File: src/rtl/q3c_seq_ctrl_if.sv
// q3c sequencing controller bus: upstream x-sample handshake, state
// configuration load, counter/flag clear and the registered status outputs.
interface q3c_seq_ctrl_if #(
  parameter int CNT_W = 8
);
  logic             en;
  logic             in_valid;
  logic             in_x;
  logic             in_ready;
  logic             load;
  logic [2:0]       load_state;
  logic             clear;
  logic [2:0]       state;
  logic             z;
  logic             out_valid;
  logic [CNT_W-1:0] hit_count;
  logic             err;

  // Controlling side: bit source plus configuration/host logic.
  modport master (
    output en, in_valid, in_x, load, load_state, clear,
    input  in_ready, state, z, out_valid, hit_count, err
  );

  // Controller side.
  modport slave (
    input  en, in_valid, in_x, load, load_state, clear,
    output in_ready, state, z, out_valid, hit_count, err
  );
endinterface

File: src/rtl/q3c_seq_ctrl.sv
// q3c sequencing controller: owns the five-state q3c FSM, advances it on
// handshaken x samples, supports state loads, recovers from illegal codes
// and keeps a saturating count of z rising edges.
module q3c_seq_ctrl #(
  parameter int CNT_W = 8
) (
  input  logic           clk,
  input  logic           resetn,
  q3c_seq_ctrl_if.slave  bus
);

  typedef enum logic [2:0] {
    S000 = 3'b000,
    S001 = 3'b001,
    S010 = 3'b010,
    S011 = 3'b011,
    S100 = 3'b100
  } state_t;

  localparam logic [CNT_W-1:0] HIT_MAX = {CNT_W{1'b1}};

  state_t           state_reg, state_next;
  logic             z_reg, z_next;
  logic             out_valid_reg, out_valid_next;
  logic [CNT_W-1:0] hit_reg, hit_next;
  logic             err_reg, err_next;
  logic             in_ready;
  logic             accept;
  state_t           fsm_next;

  // z is a pure function of a state code; applied to the next state so the
  // registered z always matches the registered state.
  function automatic logic z_of(input state_t s);
    return (s == S011) || (s == S100);
  endfunction

  // Codes above 100 are not part of the machine.
  function automatic logic is_illegal(input logic [2:0] s);
    return s > 3'b100;
  endfunction

  // Handshake: no samples while disabled or while a load owns the register.
  assign in_ready = bus.en & ~bus.load;
  assign accept   = bus.in_valid & in_ready;

  // q3c next-state function for the current state and the offered x.
  always_comb begin
    fsm_next = S000;
    case (state_reg)
      S000:    fsm_next = bus.in_x ? S001 : S000;
      S001:    fsm_next = bus.in_x ? S100 : S001;
      S010:    fsm_next = bus.in_x ? S001 : S010;
      S011:    fsm_next = bus.in_x ? S010 : S001;
      S100:    fsm_next = bus.in_x ? S100 : S011;
      default: fsm_next = S000;
    endcase
  end

  // Per-edge priority: load, then illegal recovery, then accept; clear is
  // applied last so it overrides any increment or error set in this cycle.
  always_comb begin
    state_next     = state_reg;
    out_valid_next = 1'b0;
    hit_next       = hit_reg;
    err_next       = err_reg;

    if (bus.load) begin
      if (is_illegal(bus.load_state)) begin
        state_next = S000;
        err_next   = 1'b1;
      end else begin
        state_next = state_t'(bus.load_state);
      end
    end else if (is_illegal(state_reg)) begin
      state_next = S000;
      err_next   = 1'b1;
    end else if (accept) begin
      state_next     = fsm_next;
      out_valid_next = 1'b1;
      // Count only z 0->1 moves caused by a sample, holding at the top.
      if (!z_of(state_reg) && z_of(fsm_next) && (hit_reg != HIT_MAX)) begin
        hit_next = hit_reg + {{(CNT_W-1){1'b0}}, 1'b1};
      end
    end

    if (bus.clear) begin
      hit_next = '0;
      err_next = 1'b0;
    end

    z_next = z_of(state_next);
  end

  // State and status registers with synchronous active-low reset.
  always_ff @(posedge clk) begin
    if (!resetn) begin
      state_reg     <= S000;
      z_reg         <= 1'b0;
      out_valid_reg <= 1'b0;
      hit_reg       <= '0;
      err_reg       <= 1'b0;
    end else begin
      state_reg     <= state_next;
      z_reg         <= z_next;
      out_valid_reg <= out_valid_next;
      hit_reg       <= hit_next;
      err_reg       <= err_next;
    end
  end

  assign bus.in_ready  = in_ready;
  assign bus.state     = state_reg;
  assign bus.z         = z_reg;
  assign bus.out_valid = out_valid_reg;
  assign bus.hit_count = hit_reg;
  assign bus.err       = err_reg;

  // z must always agree with the registered state.
  a_z_consistent : assert property (@(posedge clk) disable iff (!resetn)
    z_reg == ((state_reg == S011) || (state_reg == S100)));

  // A load never produces an output pulse.
  a_load_no_pulse : assert property (@(posedge clk) disable iff (!resetn)
    bus.load |=> !out_valid_reg);

endmodule

File: src/flat_wrapper.sv
// flat-port wrapper written by rule: the top's interface ports become plain ports
module q3c_seq_ctrl_flat 
#(
  parameter int CNT_W = 8
)
  (clk, resetn, bus_en, bus_in_valid, bus_in_x, bus_load, bus_load_state, bus_clear, bus_in_ready, bus_state, bus_z, bus_out_valid, bus_hit_count, bus_err);
  q3c_seq_ctrl_if #(.CNT_W(CNT_W)) bus_i ();
  input  logic clk;
  input  logic resetn;
  input wire logic [$bits(bus_i.en)-1:0] bus_en;
  input wire logic [$bits(bus_i.in_valid)-1:0] bus_in_valid;
  input wire logic [$bits(bus_i.in_x)-1:0] bus_in_x;
  input wire logic [$bits(bus_i.load)-1:0] bus_load;
  input wire logic [$bits(bus_i.load_state)-1:0] bus_load_state;
  input wire logic [$bits(bus_i.clear)-1:0] bus_clear;
  output wire logic [$bits(bus_i.in_ready)-1:0] bus_in_ready;
  output wire logic [$bits(bus_i.state)-1:0] bus_state;
  output wire logic [$bits(bus_i.z)-1:0] bus_z;
  output wire logic [$bits(bus_i.out_valid)-1:0] bus_out_valid;
  output wire logic [$bits(bus_i.hit_count)-1:0] bus_hit_count;
  output wire logic [$bits(bus_i.err)-1:0] bus_err;
  assign bus_i.en = bus_en;
  assign bus_i.in_valid = bus_in_valid;
  assign bus_i.in_x = bus_in_x;
  assign bus_i.load = bus_load;
  assign bus_i.load_state = bus_load_state;
  assign bus_i.clear = bus_clear;
  assign bus_in_ready = bus_i.in_ready;
  assign bus_state = bus_i.state;
  assign bus_z = bus_i.z;
  assign bus_out_valid = bus_i.out_valid;
  assign bus_hit_count = bus_i.hit_count;
  assign bus_err = bus_i.err;
  q3c_seq_ctrl #(.CNT_W(CNT_W)) u_core (.clk(clk), .resetn(resetn), .bus(bus_i));
endmodule
File: config.mk
export PLATFORM = sky130hd
export DESIGN_NAME = q3c_seq_ctrl_flat
export DESIGN_NICKNAME = d
export VERILOG_FILES = /design/src/rtl/q3c_seq_ctrl_if.sv /design/src/rtl/q3c_seq_ctrl.sv /design/src/flat_wrapper.sv
export SDC_FILE = /design/constraint.sdc
export NUM_CORES = 1
export LEC_CHECK = 0
export ABC_AREA = 0
export CORE_ASPECT_RATIO = 0.75
export CORE_MARGIN = 2
export CORE_UTILIZATION = 40
export CTS_CLUSTER_DIAMETER = 200
export DETAILED_ROUTE_END_ITERATION = 16
export GPL_TIMING_DRIVEN = 0
export PLACE_DENSITY = 0.82
export SLEW_MARGIN = 10
export SYNTH_ARGS = -nofsm -noshare
export SYNTH_HDL_FRONTEND = slang
export SYNTH_SLANG_ARGS = --single-unit
File: constraint.sdc
create_clock -name clk -period 1.3 [get_ports clk]
set_input_delay 0.26 -clock clk [delete_from_list [all_inputs] [get_ports clk]]
set_output_delay 0.26 -clock clk [all_outputs]
set_load 0.05 [all_outputs]
==> results.toml, run 1 <==
[outcome]
status = "finished with violations"
violations = "setup timing"

[sta]
slew_headroom_pct = 73.7
timing.final.crit_share_pct = 116
timing.setup.tns_ps = -1400
hold_viol = 0
drv_slew = 0
final.setup_skew_ps = 2.13
worst_slack_ps = -206
max_freq_mhz = 664
hold_slack_ps = 510
setup_viol_count_final = 11
rsz0062_at_grt = "true"
tightest_slew_ps = 390
post-route-min-period_ps = 1510

[yosys]
yosys.area.top_type = "dfxtp_1"
synthCells = 84
syn-mean-instance-area_um2 = 9.18
synth_top_area_share_pct = 36.4
synth_area_leaders = "dfxtp_1 36%, a21oi_1 4.5%, xor2_1 3.4%"
synth_nets = 95
synthArstFlopShare_pct = 0
synth_cell_type_count = 42
syn-cell-area_um2 = 771
yosys-top-cells-count = "14 x dfxtp_1, 7 x a21oi_1, 5 x nand3_1, 5 x nor2_1, 5 x o21ai_0"
ys_ff_latch = 14
seq_area_frac_synth_pct = 36.4
yosys_warnings = 0
synth_edf_count = 0
synth_most_common_cell = "dfxtp_1"
synthFlopType = "dfxtp_1"

[drt]
avgViaCountPerCell = 5.93
first_iter_violations = 27
antenna_left = 0
routed_wl_um = 2510
wl_per_cell_um = 17.2
num_vias = 866
dr.pass1.iters = 4
route.detailed.drc = 0

[die]
fp-row-count = 13
die_w_um = 54.7
num_io_pins = 25
die_area_um2 = 2300
initial_core_util_pct = 43.5
core_area_um2 = 1770
die_y_um = 42.0

[clocking]
clock_latency_ps = 280
clk_path_buf_depth = 2
clockRootBuffer = "clkbuf_4"
clock_sinks = 14
cts_tree = "built"
cts_made_buffers = 3
htree_levels = 1
ctsHoldBuffers = 0
path_clk_slew_ps = 80

[critical_path]
regToRegEndpoint = "u_core.bus.state[2]"
slowest_stage = "and4b_4"
end_kind = "flop"
r2r_start = "u_core.bus.state[2]"
critPathTopFamily = "simple AND/OR/NAND/NOR gates"
crit_path_max_incr_delay_ps = 370
cp_cell_sequence = "and4b_4, buf_4, a21oi_2, o41ai_2, and2_1"
path_depth = 5
required_ps = 1520
cp-startpoint = "u_core.bus.state[2]"
path_class = "flop to flop"
worstPathMaxFanout = 4
r2r_slack_ps = -210
setup.worst_path.start_class = "flop"
worstRegToRegCells = 5
critPathCapture = "u_core.bus.state[2]"
path_buf_inv = 1
crit_arrival_ps = 1730

[run]
max_cap_violations = 0

[placed_design]
hpwl_um = 1460
place_area_um2 = 1110
gp_congestion = 0.872
dpl_worst_slack_ps = -900
port_buffers = 24

[finish]
multiInputGateArea_um2 = 541
drive_above_1_share_pct = 50.0
syn_to_final_growth_pct = 60.9
largest_reg_flops = 8
fillers = 129
design_area_um2 = 1240
nets = 136
diodes = 0
regArea_um2 = 314

[power_and_ir_drop]
total_power_uw = 845
powerDensity_nw_per_um2 = 682
cellLeakagePower_nw = 0.476
ir_drop_uv = 488

[grt]
grt_pass1_vias = 729
grt_max_degree = 11
antenna_found_initial = 0
grt_use_total_pct = 22.9
grt_pass1_wl_um = 3790
grt_overflow = 0

[min_path]
hp-class = "flop to flop"
-- report_power, final --
group | switching [mW] | internal (mW) | total, mW
Clock | 0.140 | 0.112 | 0.252
Combinational | 0.0897 | 0.0724 | 0.162
Sequential | 0.0107 | 0.421 | 0.431
-- worst min path at each step --
stage	start	endpoint	depth (start not counted)
6_report	u_core.bus.hit_count[6]	u_core.bus.hit_count[6]	2
5_1_grt	u_core.bus.hit_count[6]	u_core.bus.hit_count[6]	2
4_1_cts	u_core.bus.hit_count[6]	u_core.bus.hit_count[6]	2
3_5_place_dp	u_core.bus.hit_count[6]	u_core.bus.hit_count[6]	2
3_3_place_gp	u_core.bus.hit_count[6]	u_core.bus.hit_count[6]	2
2_1_floorplan	resetn	u_core.bus.z	1
-- layer usage --
layer / part of all wire, % / GRT usage (%) / up-vias / routed length (µm)
met5: 0 / 0 / - / 0
met4: 2.4 / 6.00 / 0 / 59
met3: 6.8 / 4.29 / 8 / 170
met2: 49 / 32.4 / 35 / 1220
met1: 42 / 35.0 / 421 / 1060
li1: - / - / 402 / -
-- kinds of logic after synthesis --
logic type      share of synthesized area [%]
flops                                    36.4
simple gates                             31.5
buf+inv                                  2.76
xor+xnor                                 3.41
fa+ha+maj                                1.62
compound gates                           23.1
mux                                      1.30
-- worst register-to-register path: stages, from the launching register on --
cell	delay, ps
dfxtp_4	360
and4b_4	370
buf_4	130
a21oi_2	60
o41ai_2	340
and2_1	190
-- cell usage in the layout (no fill, tap or decap), types with 2 or more instances in the layout --
master           instances
a21oi_1                  5
a21oi_2                  2
buf_2                   10
buf_4                    8
buf_6                    5
buf_8                    2
clkbuf_4                 3
clkdlybuf4s15_2          2
clkdlybuf4s50_1          5
dfxtp_1                  3
dfxtp_2                  3
dfxtp_4                  8
dlygate4sd2_1            4
nand2_1                  4
nand2b_1                 3
nand3_1                  4
nor2_1                   5
nor2b_1                  2
o21ai_0                  3
or3_1                    2
xor2_1                   3
-- layout make-up --
cell class,count,area share [%]
Buffer,2,2.32
Timing Repair Buffer,36,24.1
Inverter,1,0.303
Multi-Input combinational cell,67,43.6
Clock buffer,3,1.82
Sequential cell,14,25.3
Clock inverter,1,0.303
Tap cell,22,2.22
-- stage by stage --
| step | instances | utilization (%) |
|---|---|---|
| 6_report | 146 | 69.9 |
| 5_1_grt | 146 | 69.9 |
| 4_1_cts | 143 | 69.4 |
| 3_5_place_dp | 130 | 62.5 |
| 3_3_place_gp | 130 | 62.5 |
| 2_1_floorplan | 84 | - |
-- what timing repair did --
| action | in CTS | in global routing |
|---|---|---|
| resized for setup | 79 | 17 |
| setup endpoints to repair | 27 | 20 |
| endpoints found under the hold margin | 0 | 0 |
| pin swaps | 9 | 7 |
| setup buffers | 9 | 3 |
No activity file was read; power rests on OpenSTA's default activity.
==> run 2: changes to the inputs <==
--- a/config.mk
+++ b/config.mk
@@ -13,6 +13,7 @@
 export DETAILED_ROUTE_END_ITERATION = 16
 export GPL_TIMING_DRIVEN = 0
 export PLACE_DENSITY = 0.82
+export REMOVE_ABC_BUFFERS = 1
 export SLEW_MARGIN = 10
 export SYNTH_ARGS = -nofsm -noshare
 export SYNTH_HDL_FRONTEND = slang
==> results.toml, run 2 (synthesized netlist as in run 1, its figures left out) <==
[sta]
timing.final.crit_share_pct = 113
slew_headroom_pct = 79.3
final.setup_skew_ps = 2.75
drv_slew = 0
max_freq_mhz = 681
hold_viol = 0
post-route-min-period_ps = 1470
rsz0062_at_grt = "true"
setup_viol_count_final = 9
tightest_slew_ps = 308
worst_slack_ps = -169

[critical_path]
path_buf_inv = 0
r2r_start = "u_core.bus.state[2]"
critPathTopFamily = "simple AND/OR/NAND/NOR gates"
crit_arrival_ps = 1710
worstPathMaxFanout = 6
required_ps = 1540
path_class = "flop to flop"
worstRegToRegCells = 4
crit_path_max_incr_delay_ps = 430
end_kind = "flop"
setup.worst_path.start_class = "flop"
r2r_slack_ps = -170
regToRegEndpoint = "u_core.bus.hit_count[6]"
slowest_stage = "or4_4"
cp_cell_sequence = "and4b_4, o211ai_4, or4_4, a21oi_2"

[grt]
grt_overflow = 0
grt_pass1_vias = 755
grt_use_total_pct = 22.4
grt_pass1_wl_um = 3550
grt_max_degree = 13
antenna_found_initial = 0

[finish]
fillers = 135
nets = 138
multiInputGateArea_um2 = 556
design_area_um2 = 1250
final_common_cell = "buf_4"
drive_above_1_share_pct = 51.6
largest_reg_flops = 8
regArea_um2 = 310
diodes = 0
syn_to_final_growth_pct = 62.3
stdcell_count = 148
layout_common_cells = "16 x buf_4, 7 x clkbuf_4, 7 x dfxtp_4, 6 x buf_2"

[power_and_ir_drop]
ir_drop_uv = 520
cellLeakagePower_nw = 0.479
powerDensity_nw_per_um2 = 733

[clocking]
clk_path_buf_depth = 2
clock_latency_ps = 300
htree_levels = 1
clock_sinks = 14
ctsHoldBuffers = 0
clockRootBuffer = "clkbuf_4"
cts_tree = "built"
cts_made_buffers = 3
path_clk_slew_ps = 90

[die]
die_w_um = 54.7
initial_core_util_pct = 43.5
core_area_um2 = 1770
die_area_um2 = 2300
fp-row-count = 13
die_y_um = 42.0
num_io_pins = 25

[min_path]
hold_depth = 2
whs_endpoint = "u_core.bus.out_valid"
worstHoldStart = "bus_load"
hp-class = "input pin to flop"

[drt]
antenna_left = 0
route.detailed.drc = 0
avgViaCountPerCell = 5.70
first_iter_violations = 27
dr.pass1.iters = 4
routed_wl_um = 2480
wl_per_cell_um = 16.7
num_vias = 843

[outcome]
status = "finished with violations"
violations = "setup timing"

[placed_design]
port_buffers = 24
place_inst = 128
gp_congestion = 0.835
place_area_um2 = 1020
hpwl_um = 1400

[run]
max_cap_violations = 0
run 2: changes by cell type in the layout (fill, tap and decap cells not counted), moves of 2 or more:
cell and delta:
clkbuf_4 +4, buf_4 +8, buf_6 -2, buf_2 -4, buf_8 -2
run 2: timing repair:
action                     in CTS  in global routing
gates cloned                    0                  0
setup endpoints to repair      28                 21
resized for setup              93                 29
pin swaps                       8                 13
setup buffers                  10                  6
run 2: worst max-delay path by stage:
| stage | slack, ps | start | cells after the start | endpoint |
|---|---|---|---|---|
| after floorplan | -500 | u_core.bus.state[0] | 4 | u_core.bus.hit_count[6] |
| after CTS | -150 | u_core.bus.state[2] | 4 | u_core.bus.hit_count[7] |
| after detailed placement | -830 | bus_load | 3 | bus_in_ready |
| after global placement | -840 | bus_load | 3 | bus_in_ready |
| after global routing | -220 | u_core.bus.state[1] | 5 | u_core.bus.hit_count[5] |
| final | -170 | u_core.bus.state[2] | 4 | u_core.bus.hit_count[6] |
run 2: area by class of cell:
class,count,share of cell area (%)
timing repair buffer,40,25.4
sequential,14,24.8
multi-input combinational,67,44.4
inverter,1,0.300
clock buffer,4,2.90
tap,22,2.20
run 2: worst register-to-register path: stages, from the launching register on:
cell	delay [ps]
dfxtp_4	360
and4b_4	380
o211ai_4	120
or4_4	430
a21oi_2	120
run 2: through the flow:
stage / hold WS (ps) / setup WS (ps) / util [%] / power (mW) / TNS [ps]
3_3_place_gp: 482 / -835 / 57.6 / 0.587 / -10260
2_1_floorplan: 337 / -496 / - / 0.523 / -4750
4_1_cts: 519 / -155 / 64.0 / 0.900 / -960
6_report: 359 / -169 / 70.6 / 0.917 / -885
5_1_grt: 381 / -220 / 70.6 / 0.956 / -1430
3_5_place_dp: 510 / -833 / 57.6 / 0.590 / -10830
run 2: power by group:
| group | leakage [nW] | total (mW) | switching [mW] | internal, mW |
|---|---|---|---|---|
| clock | 0.0210 | 0.329 | 0.158 | 0.171 |
| combinational | 0.338 | 0.156 | 0.0889 | 0.0667 |
| sequential | 0.120 | 0.432 | 0.00858 | 0.424 |
run 2: per-layer routing:
metal,track usage (%),vias to the layer above,wire (µm)
met3,7.14,9,109
met5,0,-,0
met2,34.5,19,1220
met1,26.7,405,1060
met4,12.5,0,93
li1,-,410,-
==> patch 1, RTL diff (settings of run 2) <==
Reset style: asynchronous (`resetn`), changed in one clocked block. Comments in the files are not updated.
--- a/src/rtl/q3c_seq_ctrl.sv
+++ b/src/rtl/q3c_seq_ctrl.sv
@@ -92,7 +92,7 @@
   end
 
   // State and status registers with synchronous active-low reset.
-  always_ff @(posedge clk) begin
+  always_ff @(posedge clk or negedge resetn) begin
     if (!resetn) begin
       state_reg     <= S000;
       z_reg         <= 1'b0;
Formal check against the unedited RTL: differs if resetn is asserted again (counterexample within 4 cycles, from zero or initial values and one cycle with resetn low); with resetn held inactive, the same outputs for 10 cycles.
==> patch 1 against run 2 <==
The run still ends with negative setup slack left; setup slack worse by 0.30 ns; synthesized area is 9.7% higher; final cell count is 7.4% higher; worst hold slack better by 0.0074 ns; sequential cell count stayed put; wire length is 4.8% higher; global-route usage is 2.6 points lower; final area is 4.5% higher; highest routed layer unchanged.
Power is not compared: it rests on default switching activity, and its combinational part moved more than twofold at a synthesized area within 25%.
==> patch 1: results (changes against run 2) <==
CRITICAL PATH
------------------------------------------------------------------------
Delay of the slowest cell on the worst path                      0.55 ns   +0.12 ns
Slowest cell on the critical path                           sky130_fd_sc_hd__or4_4
Startpoint of the worst setup timing path                   u_core.bus.state[2]$_DFF_PN0_
Endpoint of the most critical setup path                    u_core.bus.hit_count[6]$_DFFE_PN0P_
Delay-heaviest family, CP                                   simple AND/OR/NAND/NOR gates
Data arrival time of the worst path                              1.99 ns   +0.28 ns
Maximum fanout encountered on the critical timing path                 5   -1

SYNTH
------------------------------------------------------------------------
Part of the Yosys area used for sequential elements                0.414   +0.0506
Main area contributors after synthesis                      sky130_fd_sc_hd__dfrtp_1 (41%), sky130_fd_sc_hd__a21oi_1 (5.9%), sky130_fd_sc_hd__or4_1 (4.4%)
Ys async rst share                                                  1.00   +1.00
Library cell with the largest summed area after synthesis   sky130_fd_sc_hd__dfrtp_1
Synth Instances                                                       94   +12%
Synth cell count leaders                                    sky130_fd_sc_hd__dfrtp_1 (14), sky130_fd_sc_hd__a21oi_1 (10), sky130_fd_sc_hd__o21ai_0 (7)
Synth unique cells                                                    33   -21%

FINAL LAYOUT
------------------------------------------------------------------------
Layout Nets                                                          147   +6.5%
Max reg flops                                                          8   unchanged
Fraction of layout cells with a size suffix above 1                0.444   -0.0714
Filler cells                                                         152   +13%

TIMING
------------------------------------------------------------------------
Accumulated negative setup slack                                -3.36 ns   -2.47 ns
Final number of setup-violating endpoints                             11   +2
Post-route worst setup slack                                   -0.474 ns   -0.305 ns
Worst-case clock skew                                         0.00459 ns   +0.00184 ns
Relative slew slack                                                0.566   -0.227

CLOCK TREE
------------------------------------------------------------------------
Worst-path clk slew                                              0.08 ns

PLACEMENT
------------------------------------------------------------------------
Placed cell area                                                1100 µm²   +8.1%
Pre-CTS setup slack                                             -1.13 ns   -0.296 ns
Count of buffers inserted at the top-level ports                      24   unchanged
GPL Wtd Cong                                                       0.825   -1.2%
Estimated wirelength of the detail-placed design                 1450 µm   +4.0%
DP Cell Count                                                        139   +8.6%

ROUTING
------------------------------------------------------------------------
Total routed wirelength                                          2590 µm   +4.8%
Vias per inst                                                       5.97   +4.9%
Starting DRC count in detailed routing                                30   +11%
Total via count after detailed routing                               950   +13%

POWER AND IR DROP
------------------------------------------------------------------------
Reported leakage power                                       0.000561 µW

GLOBAL ROUTE
------------------------------------------------------------------------
Wire length of the first global-routing pass                     3820 µm   +7.8%
Vias in the first global route                                       822   +8.9%
Global-route usage over all layers                                 0.198   -0.0257
Pin count of the biggest net entering global routing                  16   +3

MIN PATH
------------------------------------------------------------------------
Type of the most critical hold path                         primary input to asynchronous set/reset pin

OUTCOME
------------------------------------------------------------------------
Status                                                      finished, violations left
Failing checks                                              negative setup slack

[patch 1: changes by cell type after synthesis, moves of 3 or more]
| cell | before | now |
|---|---|---|
| sky130_fd_sc_hd__a21oi_1 | 7 | 10 |
| sky130_fd_sc_hd__or4_1 | 1 | 5 |
| sky130_fd_sc_hd__dfrtp_1 | 0 | 14 |
| sky130_fd_sc_hd__inv_1 | 1 | 5 |
| sky130_fd_sc_hd__o41ai_1 | 1 | 4 |
| sky130_fd_sc_hd__o31ai_1 | 1 | 4 |
| sky130_fd_sc_hd__dfxtp_1 | 14 | 0 |
| sky130_fd_sc_hd__xor2_1 | 3 | 0 |
[patch 1: logic make-up (layout without fill, tap and decap cells)]
| kind of cell | count (synthesis) | in the layout | synth area share |
|---|---|---|---|
| flops | 14 | 14 | 0.414 |
| fa+ha+maj | 1 | 1 | 0.0148 |
| simple gates | 40 | 40 | 0.300 |
| xor+xnor | 1 | 1 | 0.0104 |
| buf+inv | 8 | 49 | 0.0370 |
| compound gates | 30 | 30 | 0.223 |
[patch 1: per-layer routing]
metal	vias to the layer above	track usage	share of wire
met2	44	0.308	0.49
met5	-	0	0
met4	0	0.0558	0.013
li1	445	-	-
met3	6	0.0537	0.062
met1	455	0.275	0.44
[patch 1: area by class of cell]
type                            instances  area, µm²  share of cell area
Timing Repair Buffer                   40        318               0.243
Inverter                                5       18.8              0.0144
Clock buffer                            4       36.3              0.0278
Sequential cell                        14        354               0.271
Tap cell                               24       30.0              0.0230
Multi-Input combinational cell         72        551               0.421
[patch 1: power by group through the flow]
stage | Clock, µW | Sequential, µW | Combinational [µW]
final | 314 | 479 | 356
after global routing | 342 | 483 | 374
after CTS | 317 | 477 | 317
after detailed placement | 0 | 490 | 254
after global placement | 0 | 490 | 249
after floorplan | 0 | 556 | 73.3
[patch 1: repair_timing]
| action | CTS | global route |
|---|---|---|
| pin swaps | 13 | 4 |
| setup endpoints to repair | 27 | 19 |
| buffers inserted | 11 | 5 |
| gates resized for setup | 93 | 26 |
[patch 1: worst min-delay path by stage]
| stage | from | end | slack [ns] |
|---|---|---|---|
| after detailed placement | u_core.bus.err$_DFFE_PN0P_ | u_core.bus.err$_DFFE_PN0P_ | 0.51 |
| after floorplan | resetn | u_core.bus.err$_DFFE_PN0P_ | -0.04 |
| after CTS | bus_load | u_core.bus.state[2]$_DFF_PN0_ | 0.33 |
| final | resetn | u_core.bus.hit_count[3]$_DFFE_PN0P_ | 0.37 |
| after global routing | bus_load | u_core.bus.state[2]$_DFF_PN0_ | 0.39 |
| after global placement | u_core.bus.hit_count[4]$_DFFE_PN0P_ | u_core.bus.hit_count[4]$_DFFE_PN0P_ | 0.51 |
==> patch 2, RTL diff (flow settings as in run 2) <==
Made on the original files. `CNT_W` is set to 8 in 3 places; all go to 9.
--- a/src/rtl/q3c_seq_ctrl_if.sv
+++ b/src/rtl/q3c_seq_ctrl_if.sv
@@ -1,7 +1,7 @@
 // q3c sequencing controller bus: upstream x-sample handshake, state
 // configuration load, counter/flag clear and the registered status outputs.
 interface q3c_seq_ctrl_if #(
-  parameter int CNT_W = 8
+  parameter int CNT_W = 9
 );
   logic             en;
   logic             in_valid;
--- a/src/rtl/q3c_seq_ctrl.sv
+++ b/src/rtl/q3c_seq_ctrl.sv
@@ -2,7 +2,7 @@
 // handshaken x samples, supports state loads, recovers from illegal codes
 // and keeps a saturating count of z rising edges.
 module q3c_seq_ctrl #(
-  parameter int CNT_W = 8
+  parameter int CNT_W = 9
 ) (
   input  logic           clk,
   input  logic           resetn,
--- a/src/flat_wrapper.sv
+++ b/src/flat_wrapper.sv
@@ -1,7 +1,7 @@
 // flat-port wrapper written by rule: the top's interface ports become plain ports
 module q3c_seq_ctrl_flat 
 #(
-  parameter int CNT_W = 8
+  parameter int CNT_W = 9
 )
   (clk, resetn, bus_en, bus_in_valid, bus_in_x, bus_load, bus_load_state, bus_clear, bus_in_ready, bus_state, bus_z, bus_out_valid, bus_hit_count, bus_err);
   q3c_seq_ctrl_if #(.CNT_W(CNT_W)) bus_i ();
Interface: changed (resized bus_hit_count); port bits go from 25 to 26. The function was not compared with the original's and may differ.
==> patch 2 against run 2 <==
The flow still finishes with violations (negative setup slack); non-clock buffer count is the same; wire length shrank 6.1%; sequential cell count grew 1; setup slack lost 0.44 ns; final area grew 1.4%; count of clock-buffer cells in the layout is the same; total power is essentially flat; synthesized area grew 1.3%; critical path type unchanged; highest routed layer unchanged.
==> patch 2: results (changes against run 2) <==
PLACEMENT
------------------------------------------------------------------------------
Count of buffers inserted at the top-level ports                            25   +4.2%
GPL Wtd Cong                                                             0.735   -12%
Pre-CTS setup slack                                                   -1.20 ns   -0.372 ns
DP Cell Count                                                              136   +6.3%
Estimated wirelength of the detail-placed design                       1360 µm   -2.9%

POWER AND IR DROP
------------------------------------------------------------------------------
Reported leakage power                                             0.000537 µW   +12%
Max VDD drop                                                          0.532 mV   +2.3%

SYNTH
------------------------------------------------------------------------------
Main area contributors after synthesis                            sky130_fd_sc_hd__dfxtp_1 (38%), sky130_fd_sc_hd__nor2_1 (6.3%), sky130_fd_sc_hd__nand2_1 (4.8%)
Synth Instances                                                             91   +8.3%
Synth cell count leaders                                          sky130_fd_sc_hd__dfxtp_1 (15), sky130_fd_sc_hd__nor2_1 (13), sky130_fd_sc_hd__nand2_1 (10)
Part of the Yosys area used for sequential elements                      0.385   +0.0210
Synth unique cells                                                          35   -17%

CRITICAL PATH
------------------------------------------------------------------------------
Maximum fanout encountered on the critical timing path                       2   -4
Data arrival time of the worst path                                    2.13 ns   +0.42 ns
R2r worst-path depth                                                         6   +2
Delay of the slowest cell on the worst path                            0.49 ns   +0.06 ns
Slowest cell on the critical path                                 sky130_fd_sc_hd__or4b_4

TIMING
------------------------------------------------------------------------------
Post-route worst setup slack                                         -0.606 ns   -0.437 ns
Worst-case clock skew                                               0.00233 ns   -0.000417 ns
Final number of setup-violating endpoints                                    9   unchanged
Relative slew slack                                                      0.758   -0.0346

ROUTING
------------------------------------------------------------------------------
Vias per inst                                                             5.59   -1.9%
Total via count after detailed routing                                     866   +2.7%
Total routed wirelength                                                2330 µm   -6.1%
Starting DRC count in detailed routing                                      22   -19%
Pre-Repair DR Iteration Count                                                4   unchanged

CLOCK TREE
------------------------------------------------------------------------------
Worst-path clk slew                                                    0.09 ns   about the same
Insertion delay of the later-clocked pin in the worst-skew pair        0.29 ns

OUTCOME
------------------------------------------------------------------------------
Failing checks                                                    negative setup slack
Status                                                            finished, violations left

FINAL LAYOUT
------------------------------------------------------------------------------
Fraction of layout cells with a size suffix above 1                      0.459   -0.0572
Max reg flops                                                                9   +1
Layout Nets                                                                146   +5.8%
Filler cells                                                               132   -2.2%

MIN PATH
------------------------------------------------------------------------------
Worst hold path depth                                                        3   +1

GLOBAL ROUTE
------------------------------------------------------------------------------
Vias in the first global route                                             770   +2.0%
Wire length of the first global-routing pass                           3550 µm   +0.20%
Global-route usage over all layers                                       0.212   -0.0116

patch 2: cell count changes after synthesis, moves of 2 or more:
cell	run 2	this run
sky130_fd_sc_hd__a21oi_1	7	3
sky130_fd_sc_hd__a41o_1	0	2
sky130_fd_sc_hd__and4_1	0	2
sky130_fd_sc_hd__mux2i_1	1	3
sky130_fd_sc_hd__nand2_1	4	10
sky130_fd_sc_hd__nand3_1	5	1
sky130_fd_sc_hd__nor2_1	5	13
sky130_fd_sc_hd__or3_1	3	1
patch 2: cell type report:
class                           count  area share
Multi-Input combinational cell     72       0.454
Inverter                            2     0.00592
Tap cell                           22      0.0217
Timing Repair Buffer               40       0.249
Clock buffer                        4      0.0207
Sequential cell                    15       0.250
patch 2: cell families after synthesis:
group	Yosys count	synth area share
simple gates	46	0.333
compound gates	18	0.159
flops	15	0.385
buf+inv	4	0.0192
xor+xnor	3	0.0337
mux	3	0.0385
fa+ha+maj	2	0.0320
patch 2: timing repair:
item / CTS / global route
hold endpoints to repair: 0 / 0
setup endpoints to repair: 29 / 22
hold buffers: 0 / 0
gates resized for setup: 104 / 25
pin swaps: 10 / 3
setup buffers: 14 / 2
patch 2: stage by stage:
stage / instance area (µm²) / total power, µW / TNS [ns] / utilization
finish: 1270 / 916 / -3.95 / 0.709
global route: 1270 / 952 / -4.57 / 0.709
CTS: 1210 / 901 / -3.83 / 0.676
detailed placement: 1050 / 631 / -14.99 / 0.587
global placement: 1050 / 629 / -14.09 / 0.587
floorplan: 773 / 564 / -7.94 / -
patch 2: worst paths after layout:
check                                                     startpoint                                   end  slack (ns)
worst max-delay path            u_core.bus.hit_count[4]$_SDFFE_PP0P_  u_core.bus.hit_count[4]$_SDFFE_PP0P_       -0.61
worst min-delay path                                        bus_load           u_core.bus.err$_SDFFE_PP0P_        0.39
worst max register to register  u_core.bus.hit_count[4]$_SDFFE_PP0P_  u_core.bus.hit_count[4]$_SDFFE_PP0P_       -0.61
worst min register to register           u_core.bus.err$_SDFFE_PP0P_           u_core.bus.err$_SDFFE_PP0P_        0.49
patch 2: report_power, final:
group	internal, µW	switching, µW	total (µW)
Sequential	464	10.7	475
Combinational	69.4	96.8	166
Clock	120	156	275
patch 2: per-layer routing:
layer,global-route usage,up-vias,part of all wire
li1,-,418,-
met1,0.275,409,0.43
met2,0.336,35,0.49
met3,0.0643,4,0.069
met4,0.0585,0,0.0099
met5,0,-,0
patch 2: tightest hold or removal path, delay by kind of cell:
kind            cells  cell delay [ns]
buf+inv             1             0.21
compound gates      1             0.12
simple gates        1             0.07
